## src/rtl/instruction_sequencer_pkg.sv

```systemverilog
// Shared types and constants for the instruction sequencer.
// Opcode sits in the top three bits of each instruction word.
package seq_pkg;

  typedef enum logic {
    IDLE = 1'b0,
    EXEC = 1'b1
  } state_e;

  localparam int IW       = 9;
  localparam int MAX_STEP = 3;
  localparam int OP_HI    = 8;
  localparam int OP_LO    = 6;

  function automatic logic [IW-1:0] mk_instr(
    input logic [OP_HI-OP_LO:0] op,
    input logic [OP_LO-1:0]     arg
  );
    return {op, arg};
  endfunction

endpackage

```

## src/rtl/instruction_sequencer_if.sv

```systemverilog
// Loader / control-unit bundle of the instruction sequencer.
// master drives loads, run and clear; slave is the sequencer.
interface instruction_sequencer_if #(
  parameter int DEPTH = 8
);
  localparam int LW = $clog2(DEPTH) + 1;

  logic                   run;
  logic                   load_valid;
  logic [seq_pkg::IW-1:0] load_data;
  logic                   load_ready;
  logic                   clear;
  logic [seq_pkg::IW-1:0] iin;
  logic [1:0]             count;
  logic                   busy;
  logic                   done;
  logic [LW-1:0]          level;
  logic                   step_overrun;

  modport master (
    output run, load_valid, load_data, clear,
    input  load_ready, iin, count, busy,
    input  done, level, step_overrun
  );

  modport slave (
    input  run, load_valid, load_data, clear,
    output load_ready, iin, count, busy,
    output done, level, step_overrun
  );
endinterface

```

## src/rtl/instruction_sequencer_fifo.sv

```systemverilog
// Synchronous FIFO holding queued instruction words.
// A push is refused whenever full, even alongside a pop.
module sync_fifo #(
  parameter int DEPTH = 8,
  parameter int W     = 9
) (
  input  logic                     clock,
  input  logic                     reset,
  input  logic                     push,
  input  logic                     pop,
  input  logic [W-1:0]             wdata,
  output logic [W-1:0]             rdata,
  output logic                     full,
  output logic                     empty,
  output logic [$clog2(DEPTH):0]   level
);
  localparam int AW = $clog2(DEPTH);

  logic [W-1:0]  mem [DEPTH];
  logic [AW-1:0] wp, rp;
  logic          do_push, do_pop;

  assign full    = level == (AW+1)'(DEPTH);
  assign empty   = level == '0;
  assign do_push = push & ~full;
  assign do_pop  = pop & ~empty;
  assign rdata   = mem[rp];

  always_ff @(posedge clock) begin
    if (do_push) mem[wp] <= wdata;
  end

  always_ff @(posedge clock) begin
    if (reset) begin
      wp    <= '0;
      rp    <= '0;
      level <= '0;
    end else begin
      if (do_push) wp <= wp + AW'(1);
      if (do_pop)  rp <= rp + AW'(1);
      level <= level + (AW+1)'(do_push)
                     - (AW+1)'(do_pop);
    end
  end
endmodule

```

## src/rtl/instruction_sequencer.sv

```systemverilog
// Issues queued instructions to the control unit with a step count,
// retiring on clear (or forcibly at the last step) with zero bubble.
module instruction_sequencer
  import seq_pkg::*;
#(
  parameter int DEPTH = 8
) (
  input  logic                  clock,
  input  logic                  resetn,
  instruction_sequencer_if.slave bus
);
  localparam int         LW   = $clog2(DEPTH) + 1;
  localparam logic [1:0] LAST = 2'(MAX_STEP);

  state_e        state;
  logic [IW-1:0] iin_q, head;
  logic [1:0]    count_q;
  logic          done_q, ovr_q;
  logic          empty, full;
  logic          pop, retire, forced;
  logic [LW-1:0] level;

  assign forced = (state == EXEC) & ~bus.clear
                & (count_q == LAST);
  assign retire = (state == EXEC)
                & (bus.clear | (count_q == LAST));
  assign pop    = bus.run & ~empty
                & ((state == IDLE) | retire);

  sync_fifo #(
    .DEPTH (DEPTH),
    .W     (IW)
  ) u_fifo (
    .clock (clock),
    .reset (resetn),
    .push  (bus.load_valid),
    .pop   (pop),
    .wdata (bus.load_data),
    .rdata (head),
    .full  (full),
    .empty (empty),
    .level (level)
  );

  assign bus.iin          = iin_q;
  assign bus.count        = count_q;
  assign bus.busy         = state == EXEC;
  assign bus.done         = done_q;
  assign bus.level        = level;
  assign bus.load_ready   = ~full;
  assign bus.step_overrun = ovr_q;

  always_ff @(posedge clock) begin
    if (resetn) begin
      state   <= IDLE;
      iin_q   <= '0;
      count_q <= '0;
      done_q  <= 1'b0;
      ovr_q   <= 1'b0;
    end else begin
      done_q <= retire;
      if (forced) ovr_q <= 1'b1;
      unique case (state)
        IDLE: begin
          count_q <= '0;
          if (pop) begin
            iin_q <= head;
            state <= EXEC;
          end
        end
        EXEC: begin
          if (retire) begin
            count_q <= '0;
            if (pop) iin_q <= head;
            else     state <= IDLE;
          end else begin
            count_q <= count_q + 2'd1;
          end
        end
      endcase
    end
  end
endmodule

```

## src/flat_wrapper.sv

```systemverilog
// flat-port wrapper written by rule: the top's interface ports become plain ports
module instruction_sequencer_flat import seq_pkg::*;
#(
  parameter int DEPTH = 8
)
  (clock, resetn, bus_run, bus_load_valid, bus_load_data, bus_clear, bus_load_ready, bus_iin, bus_count, bus_busy, bus_done, bus_level, bus_step_overrun);
  instruction_sequencer_if #(.DEPTH(DEPTH)) bus_i ();
  input  logic clock;
  input  logic resetn;
  input wire logic [$bits(bus_i.run)-1:0] bus_run;
  input wire logic [$bits(bus_i.load_valid)-1:0] bus_load_valid;
  input wire logic [$bits(bus_i.load_data)-1:0] bus_load_data;
  input wire logic [$bits(bus_i.clear)-1:0] bus_clear;
  output wire logic [$bits(bus_i.load_ready)-1:0] bus_load_ready;
  output wire logic [$bits(bus_i.iin)-1:0] bus_iin;
  output wire logic [$bits(bus_i.count)-1:0] bus_count;
  output wire logic [$bits(bus_i.busy)-1:0] bus_busy;
  output wire logic [$bits(bus_i.done)-1:0] bus_done;
  output wire logic [$bits(bus_i.level)-1:0] bus_level;
  output wire logic [$bits(bus_i.step_overrun)-1:0] bus_step_overrun;
  assign bus_i.run = bus_run;
  assign bus_i.load_valid = bus_load_valid;
  assign bus_i.load_data = bus_load_data;
  assign bus_i.clear = bus_clear;
  assign bus_load_ready = bus_i.load_ready;
  assign bus_iin = bus_i.iin;
  assign bus_count = bus_i.count;
  assign bus_busy = bus_i.busy;
  assign bus_done = bus_i.done;
  assign bus_level = bus_i.level;
  assign bus_step_overrun = bus_i.step_overrun;
  instruction_sequencer #(.DEPTH(DEPTH)) u_core (.clock(clock), .resetn(resetn), .bus(bus_i));
endmodule
```

## config.mk

```make
export PLATFORM = sky130hd
export DESIGN_NAME = instruction_sequencer_flat
export DESIGN_NICKNAME = d
export VERILOG_FILES = /design/src/rtl/instruction_sequencer_pkg.sv /design/src/rtl/instruction_sequencer_if.sv /design/src/rtl/instruction_sequencer_fifo.sv /design/src/rtl/instruction_sequencer.sv /design/src/flat_wrapper.sv
export SDC_FILE = /design/constraint.sdc
export NUM_CORES = 1
export LEC_CHECK = 0
export CORE_UTILIZATION = 57
export CTS_CLUSTER_DIAMETER = 40
export CTS_CLUSTER_SIZE = 8
export DETAILED_ROUTE_END_ITERATION = 10
export PLACE_DENSITY = 0.8
export SETUP_SLACK_MARGIN = 0.02
export SLEW_MARGIN = 20
export SYNTH_ARGS = -nofsm -noshare
export SYNTH_HDL_FRONTEND = slang
export SYNTH_HIERARCHICAL = 1
export SYNTH_SLANG_ARGS = --single-unit
export TNS_END_PERCENT = 20
```

## constraint.sdc

```tcl
create_clock -name clock -period 3.3 [get_ports clock]
set_input_delay 0.66 -clock clock [delete_from_list [all_inputs] [get_ports clock]]
set_output_delay 0.66 -clock clock [all_outputs]
set_load 0.02 [all_outputs]
```

==> flow_metrics.env <==
export IMPL_status="finished, final reports clean"
export IMPL_power_density_mw_per_mm2=641.6
export IMPL_rsz0062_at_grt="no"
export IMPL_fillers=463
export IMPL_synth_distinct_cells=34
export IMPL_syn_area_mm2=0.004081
export IMPL_power_frac_comb_pct=25.2
export IMPL_hold_path_end="u_core/bus.count[0]"
export IMPL_drv_slew=0
export IMPL_syn_area_per_cell_um2=16.87
export IMPL_worst_setup_path_start_kind="flip-flop"
export IMPL_ys_seq_area_share_pct=66.22
export IMPL_regArea_mm2=0.002703
export IMPL_fmax_mhz=360.9
export IMPL_ant_nets=0
export IMPL_hold_start="u_core/bus.count[0]"
export IMPL_multi_input_area_mm2=0.001285
export IMPL_finalSetupTns_ns=0
export IMPL_std_cell_rows=30
export IMPL_grt_overflow=0
export IMPL_cts_tree="built"
export IMPL_wire_per_inst_um=17.40
export IMPL_grt_pass1_vias=2077
export IMPL_synthArstFlopShare_pct=0
export IMPL_wirelength_mm=6.751
export IMPL_fin_nets=310
export IMPL_htree_levels=3
export IMPL_postCtsSetupRepairBufs=0
export IMPL_hold_path_depth=1
export IMPL_dieArea_mm2=0.007503
export IMPL_power_leakage_nw=1.633
export IMPL_grt_pass1_wl_mm=10.76
export IMPL_cts_hold_buf=0
export IMPL_cts_sinks=99
export IMPL_period_minus_slack_ns=2.771
export IMPL_critPathRequiredTime_ns=2.64
export IMPL_numCtsBuffers=9
export IMPL_r2r_start="u_core/u_fifo/level[2]"
export IMPL_worstSetupEndpointType="primary output"
export IMPL_worstRegToRegCells=12
export IMPL_yosys_register_bits=99
export IMPL_r2r_slack_ns=0.78
export IMPL_syn2layout_area_growth_pct=16.06
export IMPL_clock_power_share_pct=23.7
export IMPL_post_route_period_util_pct=83.97
export IMPL_initialDrtViolationCount=150
export IMPL_hold_viol=0
export IMPL_worst_slew_pin_slew_ns=0.7974
export IMPL_timing_rr_end="u_core/u_fifo/level[2]"
export IMPL_power_mw=3.039
export IMPL_min_path_type="reg2reg"
export IMPL_cts_buffer_depth=2
export IMPL_syn_nets=265
export IMPL_antenna_found_initial=0
export IMPL_clk_pin_slew_ns=0.09
export IMPL_first_pass_iters=4
export IMPL_path_max_fanout=4
export IMPL_io_pins=33
export IMPL_p_seq_share_pct=51.1
export IMPL_synth_ff_type="edfxtp_1"
export IMPL_netSwitchingPower_mw=0.8835
export IMPL_place_hpwl_mm=4.506
export IMPL_fin_skew_ns=0.009886
export IMPL_drive_gt1_share_pct=16.10
export IMPL_coreArea_mm2=0.006869
export IMPL_p_sw_share_pct=29.07
export IMPL_slew_limit_headroom_pct=46.77
export IMPL_vias_per_cell=5.407
export IMPL_cap_viol_max_count=0
export IMPL_drc=0
export IMPL_peakVddDrop_mv=0.3630
export IMPL_worstPathArrival_ns=2.11
export IMPL_place_congestion=0.7023
export IMPL_fp_dieW_um=86.62
export IMPL_die_h_um=86.62
export IMPL_vias=2098
export IMPL_antennaDiodeCount=0
export IMPL_port_buffers=32
export IMPL_setup_viol=0
export IMPL_p_int_mw=2.156
export IMPL_worstSetupPathType="reg2out"
export IMPL_grt_usage_pct=20.21
export IMPL_initial_utilization_pct=59.42
export IMPL_clock_latency_ns=0.36
export IMPL_cts_root_buf="clkbuf_8"
export IMPL_synth_edf_count=72
export IMPL_ctsResizeCount=0
export IMPL_grt_max_degree=27
export IMPL_ys_warn_count=6
export IMPL_syn_inst=242
cell type report:
class	count	area share (%)
Tap cell	96	2.536
Clock buffer	9	2.615
Inverter	8	0.6339
Sequential cell	99	57.05
Clock inverter	7	1.373
Timing Repair Buffer	44	8.664
Multi-Input combinational cell	125	27.13
power by group through the flow:
stage / clock network, mW / logic, mW / registers [mW]
6_report: 0.721 / 0.765 / 1.55
5_1_grt: 0.788 / 0.832 / 1.57
4_1_cts: 0.743 / 0.769 / 1.55
3_5_place_dp: 0 / 0.766 / 1.58
3_3_place_gp: 0 / 0.742 / 1.58
2_1_floorplan: 0 / 0.459 / 1.61
worst max-delay path: stages (launching register included):
cell and delay, ns:
dfxtp_1 0.33, inv_1 0.10, ha_1 0.14, or3b_2 0.50, inv_1 0.12, inv_1 0.04
clkdlybuf4s50_1 0.52
worst max-delay path by stage:
stage | start | endpoint | slack (ns) | cells after the start
2_1_floorplan | u_core/u_fifo/level[2] | u_core/u_fifo/level[2] | 0.39 | 14
3_3_place_gp | bus_clear | u_core/u_fifo/level[2] | 0.38 | 10
3_5_place_dp | bus_clear | u_core/u_fifo/level[2] | 0.35 | 10
4_1_cts | u_core/u_fifo/level[2] | bus_load_ready | 0.50 | 6
5_1_grt | u_core/u_fifo/level[2] | bus_load_ready | 0.39 | 6
6_report | u_core/u_fifo/level[2] | bus_load_ready | 0.53 | 6
flip-flops by register name, indices dropped and copies added, names as in the netlist, named ones only:
register and count:
u_core/bus.busy 1, u_core/bus.count 2, u_core/bus.done 1, u_core/bus.iin 9, u_core/bus.step_overrun 1, u_core/u_fifo/level 4, u_core/u_fifo/mem 72, u_core/u_fifo/rp 3
u_core/u_fifo/wp 3
placed cells by master, fill, tap and decap left out, drive strengths merged:
cell           count
edfxtp            72
clkdlybuf4s50     32
dfxtp             27
nand2b            23
mux4              18
inv               13
buf               12
mux2              12
mux2i             11
nor2              10
clkbuf             9
ha                 8
a21oi              7
nor3               5
nor2b              5
nand2              5
nor3b              3
nand3              3
o21ai              3
or3                2
clkinv             2
or3b               2
or2b               1
a31oi              1
and2               1
xnor2              1
nor4               1
xor2               1
a31o               1
fa                 1
synthesized netlist by cell type, types with 2 or more instances:
| cell | instances | area share [%] |
|---|---|---|
| a21oi_1 | 7 | 0.86 |
| buf_6 | 2 | 0.55 |
| clkbuf_1 | 5 | 0.46 |
| dfxtp_1 | 27 | 13 |
| edfxtp_1 | 72 | 53 |
| ha_1 | 8 | 2.5 |
| inv_1 | 8 | 0.74 |
| mux2_2 | 12 | 3.3 |
| mux2i_1 | 11 | 2.7 |
| mux4_1 | 18 | 12 |
| nand2_1 | 4 | 0.37 |
| nand2b_1 | 23 | 3.5 |
| nand3_1 | 3 | 0.37 |
| nor2_1 | 10 | 0.92 |
| nor2b_1 | 4 | 0.61 |
| nor3_1 | 5 | 0.61 |
| nor3b_1 | 3 | 0.55 |
| o21ai_0 | 3 | 0.37 |
| or3_1 | 2 | 0.31 |
per-layer routing:
metal	track usage, %	vias to the layer above	share of wire [%]
met1	25.07	1026	44
li1	-	1020	-
met2	34.70	48	51
met3	5.524	4	4.3
met5	0	-	0
met4	6.364	0	0.98
per-stage QoR:
stage               instance area (um2)  util (%)  worst slack [ns]  hold WS (ns)  std cells
floorplan                          4081         -            0.3942        0.4756        242
global placement                   4548     66.21            0.3768        0.4391        372
detailed placement                 4548     66.21            0.3484        0.4401        372
CTS                                4737     68.96            0.5008        0.4541        388
global route                       4737     68.96            0.3948        0.4728        388
finish                             4737     68.96            0.5289        0.4523        388
logic make-up (layout without fill, tap and decap cells):
| kind of cell | count (synthesis) | in the layout | synth area share (%) |
|---|---|---|---|
| and+or+nand+nor | 61 | 61 | 8.768 |
| DFF | 99 | 99 | 66.22 |
| muxes | 41 | 41 | 17.60 |
| buffers and inverters | 18 | 68 | 2.452 |
| xor gates and xnor gates | 2 | 2 | 0.4293 |
| AOI/OAI and AO/OA | 12 | 12 | 1.594 |
| adders and majority gates | 9 | 9 | 2.943 |
No activity file was read; power rests on OpenSTA's default activity.
